==> config.mk <==
export PLATFORM = sky130hd
export DESIGN_NAME = piso_serializer
export DESIGN_NICKNAME = d
export VERILOG_FILES = /design/src/rtl/piso_serializer.sv
export SDC_FILE = /design/constraint.sdc
export NUM_CORES = 1
export LEC_CHECK = 0
export CELL_PAD_IN_SITES_DETAIL_PLACEMENT = 0
export CELL_PAD_IN_SITES_GLOBAL_PLACEMENT = 2
export CORE_ASPECT_RATIO = 1.25
export CORE_UTILIZATION = 28
export DETAILED_ROUTE_END_ITERATION = 10
export GPL_TIMING_DRIVEN = 0
export HOLD_SLACK_MARGIN = 0.02
export PLACE_DENSITY = 0.85
export SYNTH_ARGS = -nofsm -noshare
export SYNTH_HDL_FRONTEND = slang
export SYNTH_SLANG_ARGS = --single-unit
export TNS_END_PERCENT = 10
==> constraint.sdc <==
create_clock -name clk -period 3.9 [get_ports clk]
set_clock_uncertainty 0.15 [all_clocks]
set_input_delay 0.975 -clock clk [delete_from_list [all_inputs] [get_ports clk]]
set_output_delay 0.975 -clock clk [all_outputs]
set_load 0.02 [all_outputs]
==> src/rtl/piso_serializer.sv <==
// MSB-first parallel-in/serial-out stage feeding the sequence detector's din.
// Optional even-parity trailer bit enabled with `define SER_PARITY_EN.
module piso_serializer #(
  parameter int   WIDTH    = 8,
  parameter logic IDLE_BIT = 1'b0
) (
  input  logic             clk,
  input  logic             rst,
  input  logic [WIDTH-1:0] in_data,
  input  logic             in_valid,
  output logic             in_ready,
  output logic             dout,
  output logic             dout_valid,
  output logic             frame_start,
  output logic             busy,
  output logic [1:0]       state_out
);

  localparam int            CW   = $clog2(WIDTH);
  localparam logic [CW-1:0] LAST = CW'(WIDTH - 1);

  typedef enum logic [1:0] {
    IDLE   = 2'b00,
    SHIFT  = 2'b01,
    PARITY = 2'b10,
    BAD    = 2'b11
  } state_t;

  state_t           state;
  logic [CW-1:0]    bit_cnt;
  logic [WIDTH-1:0] shift_reg;
  logic             last_bit;
  logic             xfer;

  assign last_bit = (state == SHIFT) && (bit_cnt == LAST);
  assign xfer     = in_valid && in_ready;

`ifdef SER_PARITY_EN
  logic par_reg;

  // The LSB cycle is followed by the parity cycle, so the next word can only
  // be taken once parity is on the wire.
  assign in_ready = (state == IDLE) || (state == PARITY);
`else
  // Without parity the next word loads on the LSB edge: no gap bit.
  assign in_ready = (state == IDLE) || last_bit;
`endif

  always_ff @(posedge clk) begin
    if (rst) begin
      state     <= IDLE;
      bit_cnt   <= '0;
      shift_reg <= '0;
`ifdef SER_PARITY_EN
      par_reg   <= 1'b0;
`endif
    end else if (xfer) begin
      state     <= SHIFT;
      bit_cnt   <= '0;
      shift_reg <= in_data;
`ifdef SER_PARITY_EN
      par_reg   <= ^in_data;
`endif
    end else begin
      case (state)
        SHIFT: begin
          shift_reg <= shift_reg << 1;
          if (last_bit) begin
`ifdef SER_PARITY_EN
            state <= PARITY;
`else
            state <= IDLE;
`endif
          end else begin
            bit_cnt <= bit_cnt + 1'b1;
          end
        end
        // IDLE holds; PARITY lasts one cycle; the unused encoding recovers.
        default: state <= IDLE;
      endcase
    end
  end

  always_comb begin
    dout = IDLE_BIT;
    case (state)
      SHIFT:  dout = shift_reg[WIDTH-1];
`ifdef SER_PARITY_EN
      PARITY: dout = par_reg;
`endif
      default: dout = IDLE_BIT;
    endcase
  end

  assign dout_valid  = (state == SHIFT) || (state == PARITY);
  assign frame_start = (state == SHIFT) && (bit_cnt == '0);
  assign busy        = (state != IDLE);
  assign state_out   = state;

endmodule

# Word-level counts from Yosys, hierarchy flattened
# Index checks and enable logic that the tools add are counted.
# totals
ff_bits	12
in_bits	11
out_inout_bits	7
wordCells	22
# classes
n_addsub	1
eq_ne	2
n_mux	6
n_bitwise	1
reduce_logical	9
# ops
operator	n
two-way mux 8 bit	2
two-way mux 1 bit	4
adder 3 x 1 -> 3 bit (second input constant)	1
equality test 3 bit (second input constant)	1
logical AND 1 bit	3
zero test 3 bit	1
!= test 3 bit (second input constant)	1
zero test 2 bit	1
AND reduction 2 bit	1
nonzero test 2 bit	1
OR reduction 2 bit	1
logical OR 1 bit	1
NOT 1 bit	1

# Longest topological paths before layout
# logic_depth
word_depth	5
ltp_mapped	6
depth_no_buf	6

# Worst setup path before layout
# No wires, ideal clock.
# synth_path
kind	register -> output
from	register bit_cnt[0]
to	output in_ready
arrival_time_ps	990
required_time_ps	2775
path_slack_ps	1785
path_stages_with_launch	5
n_path_buf	0
path_cell_list	dfxtp_1 > ha_1 > ha_1 > and2b_4 > inv_4
# synth_via
elab_chain_cells	3
# synth_rtl
item	line_no	text
start, declared	30	logic [CW-1:0] bit_cnt;
start signal, assigned	75	bit_cnt <= bit_cnt + 1'b1;
equality test 3 bit	35	assign last_bit = (state == SHIFT) && (bit_cnt == LAST);
logical AND 1 bit	35	
logical OR 1 bit	46	assign in_ready = (state == IDLE) || last_bit;
end, declared	11	output logic in_ready,
# Every way passes these cells.

# Final worst setup path
# Same ends and word-level chain as after synthesis.

==> results.toml <==
[worst_setup_path]
crit-reg2reg-capture = "shift_reg[3]$_SDFFE_PP0P_"
crit_path_end_kind = "primary output"
largest_fanout_of_any_net_on_the_critical_path = 10
worst_r2r_startpoint = "bit_cnt[0]$_SDFFE_PP0P_"
reg2reg_depth = 6
cp_data_required_time_ps = 2770
setup.worst_path.start_class = "flip-flop"
regToRegSetupSlack_ps = 2240
cp-startpoint = "bit_cnt[0]$_SDFFE_PP0P_"
setup.worst_path.class = "flip-flop to primary output"
arrival_ps = 1860

[synth]
async_reset_ff_frac = 0
synth_commonest_cells = "sky130_fd_sc_hd__dfxtp_1 (12), sky130_fd_sc_hd__nor2_1 (11), sky130_fd_sc_hd__a211oi_1 (7), sky130_fd_sc_hd__nor3b_1 (7), sky130_fd_sc_hd__nor4_1 (7)"
synthFlopType = "sky130_fd_sc_hd__dfxtp_1"
synth_cell_type_count = 22
syn_inst = 74
fraction_of_synthesized_cell_area_taken_by_the_top_area_cell_type = 0.379
post_synthesis_sequential_area_ratio = 0.379
synth.ff_latch_count = 12
synthesis.yosys.warnings = 0
postSynthAreaPerCell_um2 = 8.56
count_of_flip_flops_with_a_built_in_enable_after_synthesis = 0
netlist_area_um2 = 633
yosys.area.top_type = "sky130_fd_sc_hd__dfxtp_1"
net_count_after_synthesis = 88
synth.most_common_cell = "sky130_fd_sc_hd__dfxtp_1"
synthTopCellsByArea = "sky130_fd_sc_hd__dfxtp_1 (38%), sky130_fd_sc_hd__a211oi_1 (8.3%), sky130_fd_sc_hd__nor3b_1 (8.3%), sky130_fd_sc_hd__nor4_1 (6.9%), sky130_fd_sc_hd__nor2_1 (6.5%)"

[floorplanning]
chipHeight_um = 55.2
die-width_um = 44.5
die-area_um2 = 2460
floorplan.initialDensity = 0.309
core_area_um2 = 2050
ios = 18
placement_rows = 18

[route]
drt_pre_antenna_iters = 4
drt-initial-drc-count = 5
detailroute.via_count = 575
ant_nets = 0
drc_errors = 0
routed_via_count_divided_by_cell_count = 4.64
average_wire_length_per_cell_after_detail_routing_um = 10.7
wl_um = 1330

[layout]
diodes = 0
syn_to_final_growth_pct = 37.0
post_route_cells_drive_above_1_share = 0.138
fin_util = 0.423
final_nets = 109
stdcell_area_um2 = 867
largest_register_ffs = 8

[clock_tree]
cts-hold-fix-buffers = 0
clock-sinks = 12
cts-htree-levels = 1
clk_latency_ps = 270
root_buffer = "sky130_fd_sc_hd__clkbuf_4"
ctsResizeCount = 0
cts.repair_timing.setup_buffer_count = 0
tritoncts.num_buffers = 3
clk_transition_reported_paths_ps = 70
cts_buffer_depth = 2
cts_tree = "done"

[global_route]
overflow = 0
number_of_global_route_vias_before_repair = 564
grt_antenna_before_repair = 0
grt_start_max_net_pins = 11
grt.total_usage = 0.140
grt_first_pass_wirelength_um = 2400

[power_and_ir_drop]
vdd_drop_max_mv = 0.143
total_leakage_power_nw = 0.330
power_per_cell_area_nw_per_um2 = 350

[timing]
fin_setup_tns_ps = 0
period_needed_ps = 2980
finalHoldViolCount = 0
postLayoutSetupSlackWorst_ps = 919
rsz0062_at_grt = "no"
slew_limit_fails = 0
period_utilization = 0.764
maxClockFrequency_mhz = 335
final.hold.worst_slack_ps = 348
finalSetupViolCount = 0

[place]
finalWeightedCongestion = 0.690
placement.io_buffers = 16
placed_cell_area_um2 = 831
dp.final_hpwl_um = 956
pre_cts_slack_ps = 1210

[hold_path]
hold-path-endpoint = "shift_reg[1]$_SDFFE_PP0P_"
min_delay_path_depth = 2
worstHoldPathType = "flip-flop to flip-flop"
worstHoldStart = "shift_reg[1]$_SDFFE_PP0P_"

[run]
max-cap-violations = 0

[run_status]
outcome = "completed"
## worst max path at each step
stage	endpoint	slack, ps	cells after the start
after global routing	in_ready	830	5
after floorplan	in_ready	1780	4
after detailed placement	in_ready	1210	5
after CTS	in_ready	890	5
after global placement	in_ready	1200	5
final	in_ready	920	5
## critical path, cell delays in order (launching register included)
cell and delay (ps):
sky130_fd_sc_hd__dfxtp_1 320, sky130_fd_sc_hd__ha_1 200, sky130_fd_sc_hd__ha_1 170, sky130_fd_sc_hd__and2b_4 290
sky130_fd_sc_hd__inv_4 70, sky130_fd_sc_hd__clkdlybuf4s50_1 540
## routing by layer
layer  global-route usage  routed length [µm]  vias to the layer above
li1                     -                   -                      301
met1                0.184                 648                      255
met2                0.206                 591                       14
met3              0.00974                  44                        5
met4                0.121                  41                        0
met5                    0                   0                        -
## cell families after synthesis
family | Yosys count | share of synthesized area
AO/OA/AOI/OAI | 11 | 0.121
buffers and inverters | 11 | 0.117
flip-flops | 12 | 0.379
other | 1 | 0.00592
adder cells (fa/ha/maj) | 3 | 0.0593
AND/OR/NAND/NOR | 36 | 0.318
## through the flow
| stage | total power [W] | std cells |
|---|---|---|
| floorplan | 0.000181 | 74 |
| finish | 0.000303 | 124 |
| global route | 0.000322 | 124 |
| detailed placement | 0.000208 | 120 |
| global placement | 0.000208 | 120 |
| CTS | 0.000309 | 124 |
## layout by cell type, fill, tap and decap left out, types with 2 or more instances in the layout
master	netlist	final
sky130_fd_sc_hd__ha_1	3	3
sky130_fd_sc_hd__nor4_1	7	7
sky130_fd_sc_hd__or3_1	2	2
sky130_fd_sc_hd__a21oi_1	3	3
sky130_fd_sc_hd__clkdlybuf4s50_1	0	16
sky130_fd_sc_hd__clkinv_1	2	2
sky130_fd_sc_hd__nor3b_1	7	7
sky130_fd_sc_hd__buf_4	5	5
sky130_fd_sc_hd__clkbuf_4	0	3
sky130_fd_sc_hd__nand2_1	4	4
sky130_fd_sc_hd__dfxtp_1	12	12
sky130_fd_sc_hd__a211oi_1	7	7
sky130_fd_sc_hd__nor2_1	11	11
## report_power, final
part	switching, W	internal, W	total (W)
clock network	0.0000422	0.0000568	0.0000990
logic	0.0000322	0.0000355	0.0000677
registers	0.00000539	0.000131	0.000137
total	0.0000798	0.000224	0.000303
## final cells by class
class,count,area (µm²)
buffer,8,60.1
sequential,12,240
tap,30,37.5
clock buffer,4,36.3
multi-input combinational,51,319
timing repair buffer,16,160
inverter,3,13.8
fill,207,1180
(Power assumes the default switching activity.)
